--- src/rtl/mem_arbiter_if.sv ---
// Fetch/data request ports and single-port memory bus of the arbiter.
// slave: arbiter side; master: requesters plus memory side.
interface mem_arbiter_if;
   logic        if_req;
   logic [31:0] if_addr;
   logic        if_kill;
   logic        if_gnt;
   logic        if_rvalid;
   logic [31:0] if_rdata;
   logic        dm_req;
   logic        dm_we;
   logic [31:0] dm_addr;
   logic [31:0] dm_wdata;
   logic        dm_gnt;
   logic        dm_rvalid;
   logic [31:0] dm_rdata;
   logic        mem_en;
   logic        mem_we;
   logic [31:0] mem_addr;
   logic [31:0] mem_wdata;
   logic [31:0] mem_rdata;
   logic        busy;

   modport slave (
      input  if_req, if_addr, if_kill,
      input  dm_req, dm_we, dm_addr, dm_wdata,
      input  mem_rdata,
      output if_gnt, if_rvalid, if_rdata,
      output dm_gnt, dm_rvalid, dm_rdata,
      output mem_en, mem_we, mem_addr, mem_wdata,
      output busy
   );

   modport master (
      output if_req, if_addr, if_kill,
      output dm_req, dm_we, dm_addr, dm_wdata,
      output mem_rdata,
      input  if_gnt, if_rvalid, if_rdata,
      input  dm_gnt, dm_rvalid, dm_rdata,
      input  mem_en, mem_we, mem_addr, mem_wdata,
      input  busy
   );
endinterface

--- src/rtl/mem_arbiter.sv ---
// Fetch/data arbiter for one single-port memory, one access in flight.
// Ports: clk, rst (async active-low), bus (mem_arbiter_if.slave).
module mem_arbiter #(
   parameter int unsigned MEM_LAT    = 2,
   parameter int unsigned STARVE_MAX = 3
) (
   input  logic         clk,
   input  logic         rst,
   mem_arbiter_if.slave bus
);

   localparam logic [2:0] LAT  = 3'(MEM_LAT);
   localparam logic [3:0] SMAX = 4'(STARVE_MAX);

   typedef enum logic {IDLE, WAIT} state_t;

   state_t     state_q, state_d;
   logic [2:0] cnt_q, cnt_d;
   logic [3:0] starve_q, starve_d;
   logic       own_dm_q, own_dm_d;
   logic       own_we_q, own_we_d;
   logic       kill_q, kill_d;
   // Holds every output low until the first edge after reset release.
   logic       run_q;

   logic resp;
   logic can_gnt;
   logic if_win;
   logic dm_win;
   logic gnt_if;
   logic gnt_dm;

   always_ff @(posedge clk or negedge rst) begin
      if (!rst) begin
         state_q  <= IDLE;
         cnt_q    <= '0;
         starve_q <= '0;
         own_dm_q <= 1'b0;
         own_we_q <= 1'b0;
         kill_q   <= 1'b0;
         run_q    <= 1'b0;
      end else begin
         state_q  <= state_d;
         cnt_q    <= cnt_d;
         starve_q <= starve_d;
         own_dm_q <= own_dm_d;
         own_we_q <= own_we_d;
         kill_q   <= kill_d;
         run_q    <= 1'b1;
      end
   end

   always_comb begin
      state_d  = state_q;
      cnt_d    = cnt_q;
      starve_d = starve_q;
      own_dm_d = own_dm_q;
      own_we_d = own_we_q;
      kill_d   = kill_q;

      bus.if_gnt    = 1'b0;
      bus.if_rvalid = 1'b0;
      bus.if_rdata  = '0;
      bus.dm_gnt    = 1'b0;
      bus.dm_rvalid = 1'b0;
      bus.dm_rdata  = '0;
      bus.mem_en    = 1'b0;
      bus.mem_we    = 1'b0;
      bus.mem_addr  = '0;
      bus.mem_wdata = '0;
      bus.busy      = (state_q == WAIT);

      resp    = (state_q == WAIT) && (cnt_q == 3'd1);
      can_gnt = run_q && ((state_q == IDLE) || resp);
      // Fetch only beats a pending data request once starved.
      if_win  = bus.if_req &&
                (!bus.dm_req || (starve_q == SMAX));
      dm_win  = bus.dm_req && !if_win;
      gnt_if  = can_gnt && if_win;
      gnt_dm  = can_gnt && dm_win;

      bus.if_gnt = gnt_if;
      bus.dm_gnt = gnt_dm;

      if (gnt_dm) begin
         bus.mem_en    = 1'b1;
         bus.mem_we    = bus.dm_we;
         bus.mem_addr  = bus.dm_addr;
         bus.mem_wdata = bus.dm_wdata;
      end else if (gnt_if) begin
         bus.mem_en    = 1'b1;
         bus.mem_addr  = bus.if_addr;
      end

      if (resp && run_q) begin
         if (own_dm_q) begin
            bus.dm_rvalid = 1'b1;
            bus.dm_rdata  = own_we_q ? '0 : bus.mem_rdata;
         end else if (!(kill_q || bus.if_kill)) begin
            bus.if_rvalid = 1'b1;
            bus.if_rdata  = bus.mem_rdata;
         end
      end

      // A killed fetch still runs out its latency.
      if (state_q == WAIT) begin
         cnt_d  = cnt_q - 3'd1;
         kill_d = kill_q | (!own_dm_q && bus.if_kill);
      end

      if (resp) begin
         state_d = IDLE;
         cnt_d   = '0;
         kill_d  = 1'b0;
      end

      if (gnt_if || gnt_dm) begin
         state_d  = WAIT;
         cnt_d    = LAT;
         own_dm_d = gnt_dm;
         own_we_d = gnt_dm && bus.dm_we;
         kill_d   = gnt_if && bus.if_kill;
      end

      if (!bus.if_req || gnt_if)
         starve_d = '0;
      else if (gnt_dm && (starve_q != SMAX))
         starve_d = starve_q + 4'd1;
   end

endmodule

--- src/flat_wrapper.sv ---
// flat-port wrapper written by rule: the top's interface ports become plain ports
module mem_arbiter_flat 
#(
   parameter int unsigned MEM_LAT    = 2,
   parameter int unsigned STARVE_MAX = 3
)
  (clk, rst, bus_if_req, bus_if_addr, bus_if_kill, bus_dm_req, bus_dm_we, bus_dm_addr, bus_dm_wdata, bus_mem_rdata, bus_if_gnt, bus_if_rvalid, bus_if_rdata, bus_dm_gnt, bus_dm_rvalid, bus_dm_rdata, bus_mem_en, bus_mem_we, bus_mem_addr, bus_mem_wdata, bus_busy);
  mem_arbiter_if bus_i ();
  input  logic clk;
  input  logic rst;
  input wire logic [$bits(bus_i.if_req)-1:0] bus_if_req;
  input wire logic [$bits(bus_i.if_addr)-1:0] bus_if_addr;
  input wire logic [$bits(bus_i.if_kill)-1:0] bus_if_kill;
  input wire logic [$bits(bus_i.dm_req)-1:0] bus_dm_req;
  input wire logic [$bits(bus_i.dm_we)-1:0] bus_dm_we;
  input wire logic [$bits(bus_i.dm_addr)-1:0] bus_dm_addr;
  input wire logic [$bits(bus_i.dm_wdata)-1:0] bus_dm_wdata;
  input wire logic [$bits(bus_i.mem_rdata)-1:0] bus_mem_rdata;
  output wire logic [$bits(bus_i.if_gnt)-1:0] bus_if_gnt;
  output wire logic [$bits(bus_i.if_rvalid)-1:0] bus_if_rvalid;
  output wire logic [$bits(bus_i.if_rdata)-1:0] bus_if_rdata;
  output wire logic [$bits(bus_i.dm_gnt)-1:0] bus_dm_gnt;
  output wire logic [$bits(bus_i.dm_rvalid)-1:0] bus_dm_rvalid;
  output wire logic [$bits(bus_i.dm_rdata)-1:0] bus_dm_rdata;
  output wire logic [$bits(bus_i.mem_en)-1:0] bus_mem_en;
  output wire logic [$bits(bus_i.mem_we)-1:0] bus_mem_we;
  output wire logic [$bits(bus_i.mem_addr)-1:0] bus_mem_addr;
  output wire logic [$bits(bus_i.mem_wdata)-1:0] bus_mem_wdata;
  output wire logic [$bits(bus_i.busy)-1:0] bus_busy;
  assign bus_i.if_req = bus_if_req;
  assign bus_i.if_addr = bus_if_addr;
  assign bus_i.if_kill = bus_if_kill;
  assign bus_i.dm_req = bus_dm_req;
  assign bus_i.dm_we = bus_dm_we;
  assign bus_i.dm_addr = bus_dm_addr;
  assign bus_i.dm_wdata = bus_dm_wdata;
  assign bus_i.mem_rdata = bus_mem_rdata;
  assign bus_if_gnt = bus_i.if_gnt;
  assign bus_if_rvalid = bus_i.if_rvalid;
  assign bus_if_rdata = bus_i.if_rdata;
  assign bus_dm_gnt = bus_i.dm_gnt;
  assign bus_dm_rvalid = bus_i.dm_rvalid;
  assign bus_dm_rdata = bus_i.dm_rdata;
  assign bus_mem_en = bus_i.mem_en;
  assign bus_mem_we = bus_i.mem_we;
  assign bus_mem_addr = bus_i.mem_addr;
  assign bus_mem_wdata = bus_i.mem_wdata;
  assign bus_busy = bus_i.busy;
  mem_arbiter #(.MEM_LAT(MEM_LAT), .STARVE_MAX(STARVE_MAX)) u_core (.clk(clk), .rst(rst), .bus(bus_i));
endmodule
--- config.mk ---
export PLATFORM = sky130hd
export DESIGN_NAME = mem_arbiter_flat
export DESIGN_NICKNAME = d
export VERILOG_FILES = /design/src/rtl/mem_arbiter_if.sv /design/src/rtl/mem_arbiter.sv /design/src/flat_wrapper.sv
export SDC_FILE = /design/constraint.sdc
export NUM_CORES = 1
export LEC_CHECK = 0
export CAP_MARGIN = 25
export CORE_AREA = 3 3 102 104
export CTS_BUF_LIST = sky130_fd_sc_hd__clkbuf_4 sky130_fd_sc_hd__clkbuf_8
export DETAILED_ROUTE_END_ITERATION = 16
export DIE_AREA = 0 0 105 107
export DONT_BUFFER_PORTS = 1
export HOLD_SLACK_MARGIN = 0.08
export PLACE_DENSITY = 0.39
export SYNTH_ARGS = -nofsm -noshare
export SYNTH_HDL_FRONTEND = slang
export SYNTH_SLANG_ARGS = --single-unit
export TNS_END_PERCENT = 30
--- constraint.sdc ---
create_clock -name clk -period 2.4 [get_ports clk]
set_input_delay 0.6 -clock clk [delete_from_list [all_inputs] [get_ports clk]]
set_output_delay 0.6 -clock clk [all_outputs]
set_load 0.005 [all_outputs]
==> impl_metrics.csv <==
group,metric,value,unit
critical_path,cp.required,1.80,ns
global_routing,grt_usage,0.119,
critical_path,end_kind,"output port",
sta,hold_violations,0,
finish,fin_cells,364,
placed_design,dpl.hpwl,6.60,mm
critical_path,worstSetupPathType,"reg -> out",
logic_synthesis,synth_edf_count,0,
clock_tree,clock-sinks,12,
placed_design,dp_slack,0.121,ns
global_routing,antenna_found_initial,0,
sta,fin_setup_tns,-1.27,ns
placed_design,gp_congestion,0.779,
sta,rsz0062_at_grt,"yes",
finish,drive_gt1_frac,0.296,
drt,wl,8.57,mm
critical_path,crit_arrival,1.85,ns
critical_path,rr_worst_depth,9,
drt,drc,0,
global_routing,grt_max_degree,36,
min_path,hold_start,"bus_if_kill",
sta,drv_slew,0,
placed_design,place_area,0.00187,sq mm
drt,wl_per_cell,23.5,um
pwr,comb_power_share,0.575,
logic_synthesis,ys_top_cells_by_area,"and2_1 (36%), dfrtp_1 (18%), a22o_1 (17%)",
logic_synthesis,ys_seq_elements,12,
logic_synthesis,yosys.area.top_type_share,0.364,
sta,worst_slew_pin_slew,0.572,ns
logic_synthesis,ys_seq_area_frac,0.180,
drt,drt_iter0_drc,123,
logic_synthesis,synth_top_area_cell,"and2_1",
critical_path,reg2reg_slack,0.60,ns
critical_path,slowest_delay,0.37,ns
drt,via_per_inst,4.87,
sta,fin_skew,0.00564,ns
critical_path,start_kind,"flop",
logic_synthesis,synth_ff_type,"dfrtp_1",
clock_tree,numCtsBuffers,3,
clock_tree,insertion_delay,0.25,ns
global_routing,grt_overflow_total,0,
min_path,min_to,"u_core.kill_q$_DFFE_PN0P_",
logic_synthesis,synth_cells,221,
critical_path,r2r_end,"u_core.kill_q$_DFFE_PN0P_",
drt,route.vias.total,1774,
pwr,p_int,790,uW
die,dieArea,0.0112,sq mm
sta,post-route-period-util,1.02,
pwr,power.density,594,mW/mm^2
sta,finalSetupViolCount,32,
logic_synthesis,yosys-top-cells-count,"and2_1 (97), a22o_1 (33), dfrtp_1 (12)",
critical_path,crit_slowest_cell,"dfrtp_1",
global_routing,grt_first_pass_wirelength,10.3,mm
logic_synthesis,synth_nets,358,
clock_tree,clock-root-buffer,"clkbuf_8",
sta,fmax,408,MHz
placed_design,dpl.cell_count,345,
run_status,status,"finished, violations left",
drt,drtAntennaViolNets,0,
pwr,p_sw,558,uW
min_path,hold_path_class,"in -> reg",
finish,postLayoutCellArea,0.00227,sq mm
die,ios,269,
min_path,holdPathStages,2,
die,die-width,105,um
placed_design,port_buffers,0,
pwr,seqPwrFrac,0.254,
finish,layout.nets,368,
flow_run,cap_violations,0,
global_routing,grt_pass1_vias,1465,
clock_tree,cts_tree,"done",
drt,firstDrtPassIters,4,
logic_synthesis,synth_area_per_cell,7.54,sq um
finish,synthToLayoutAreaGrowth,36.1,%
pwr,clockPowerShare,0.171,
sta,max-slew-margin-rel,0.617,
sta,setup_ws,-0.0508,ns
clock_tree,clockBufferDepth,2,
pwr,peakVddDrop,0.540,mV
clock_tree,htree_levels,1,
logic_synthesis,yosysUniqueCellTypes,33,
sta,fin_crit,2.45,ns
pwr,leakage,0.000970,uW
die,start_util,0.173,
pwr,switching_share,0.414,
logic_synthesis,synth_warnings,0,
logic_synthesis,synth_area,0.00167,sq mm
logic_synthesis,async_flop_share,1.00,
run_status,violations,"setup timing",
critical_path,reg2reg_from,"u_core.starve_q[1]$_DFFE_PN0P_",
clock_tree,clk_pin_slew,0.06,ns
die,core,0.00964,sq mm
critical_path,cp_max_fo,8,
logic_synthesis,synth_most_common_cell,"and2_1",
critical_path,crit_chain,"ha_2 > nand4bb_1 > buf_4 > a221oi_4 > buf_6 > clkbuf_16 > a22o_1",
die,die_h,107,um
die,rows,36,
-- routing by layer --
metal  wire length [um]  vias up  share of wire  GRT usage
met4                 42        0         0.0049     0.0197
met5                  0        -              0          0
met1               3560      901           0.42      0.155
met2               4250       96           0.50      0.196
li1                   -      772              -          -
met3                715        5          0.083     0.0391
-- worst max path at each step --
stage / startpoint / endpoint / slack, ns / depth (start not counted)
after floorplan: bus_dm_req / bus_mem_addr[25] / 0.12 / 7
after global placement: bus_dm_req / bus_mem_addr[6] / 0.14 / 5
after detailed placement: bus_dm_req / bus_mem_addr[9] / 0.12 / 5
after CTS: u_core.starve_q[1]$_DFFE_PN0P_ / bus_mem_addr[9] / -0.04 / 6
after global routing: u_core.starve_q[1]$_DFFE_PN0P_ / bus_mem_addr[1] / -0.14 / 7
final: u_core.starve_q[1]$_DFFE_PN0P_ / bus_mem_addr[1] / -0.05 / 7
-- registers in the layout (all words and copies together) (netlist names) --
signal,count
u_core.run_q,1
u_core.kill_q,1
u_core.own_we_q,1
u_core.own_dm_q,1
u_core.cnt_q,3
u_core.bus.busy,1
u_core.starve_q,4
-- cell families after synthesis --
group,after synthesis,synth area share
buffers and inverters,24,0.0706
DFF,12,0.180
AOI/OAI and AO/OA,51,0.240
other,1,0.00225
adders and majority gates,3,0.0225
and+or+nand+nor,130,0.485
-- stage by stage --
step	util	hold WS (ns)	total power, uW
after floorplan	-	0.304	806
after global placement	0.194	0.305	961
after detailed placement	0.194	0.305	962
after CTS	0.211	0.485	1280
after global routing	0.235	0.482	1460
final	0.235	0.490	1350
-- power by group through the flow --
stage | Combinational (uW) | Clock [uW] | Sequential [uW]
after global placement | 619 | 0 | 342
after CTS | 699 | 239 | 342
final | 775 | 230 | 342
after detailed placement | 622 | 0 | 340
after floorplan | 489 | 0 | 317
after global routing | 855 | 251 | 354
-- final cells by class --
class                   count  area [sq um]
diodes                      1          2.50
clock buffers               4          55.1
fillers                  1096          7370
inverters                   7          26.3
multi-input cells         185          1370
flip-flops and latches     12           300
well taps                 133           166
repair buffers             22           344
-- critical path, delay by kind of cell (launching register included) --
| kind | cells | cell delay, ns |
|---|---|---|
| AO/OA/AOI/OAI | 2 | 0.41 |
| adder cells (fa/ha/maj) | 1 | 0.18 |
| buffers and inverters | 3 | 0.51 |
| flip-flops | 1 | 0.37 |
| AND/OR/NAND/NOR | 1 | 0.13 |
-- cells in the final DEF, fill, tap and decap left out, types with 6 or more instances in the layout --
| cell | n |
|---|---|
| and2_1 | 66 |
| nor2_1 | 6 |
| inv_1 | 6 |
| buf_4 | 7 |
| a21oi_1 | 6 |
| dfrtp_1 | 12 |
| and2_4 | 31 |
| a22o_1 | 33 |
| o21ai_0 | 6 |
-- repair_timing --
item                                    4_1_cts  5_1_grt
gates resized for setup                      23       21
endpoints found under the setup margin      129      129
cloned                                        1        6
hold endpoints to repair                     12        0
setup buffers                                 1        5
pin swaps                                     5       14
hold buffers                                  1        0
Note: power is estimated with default switching activity, not from simulation.
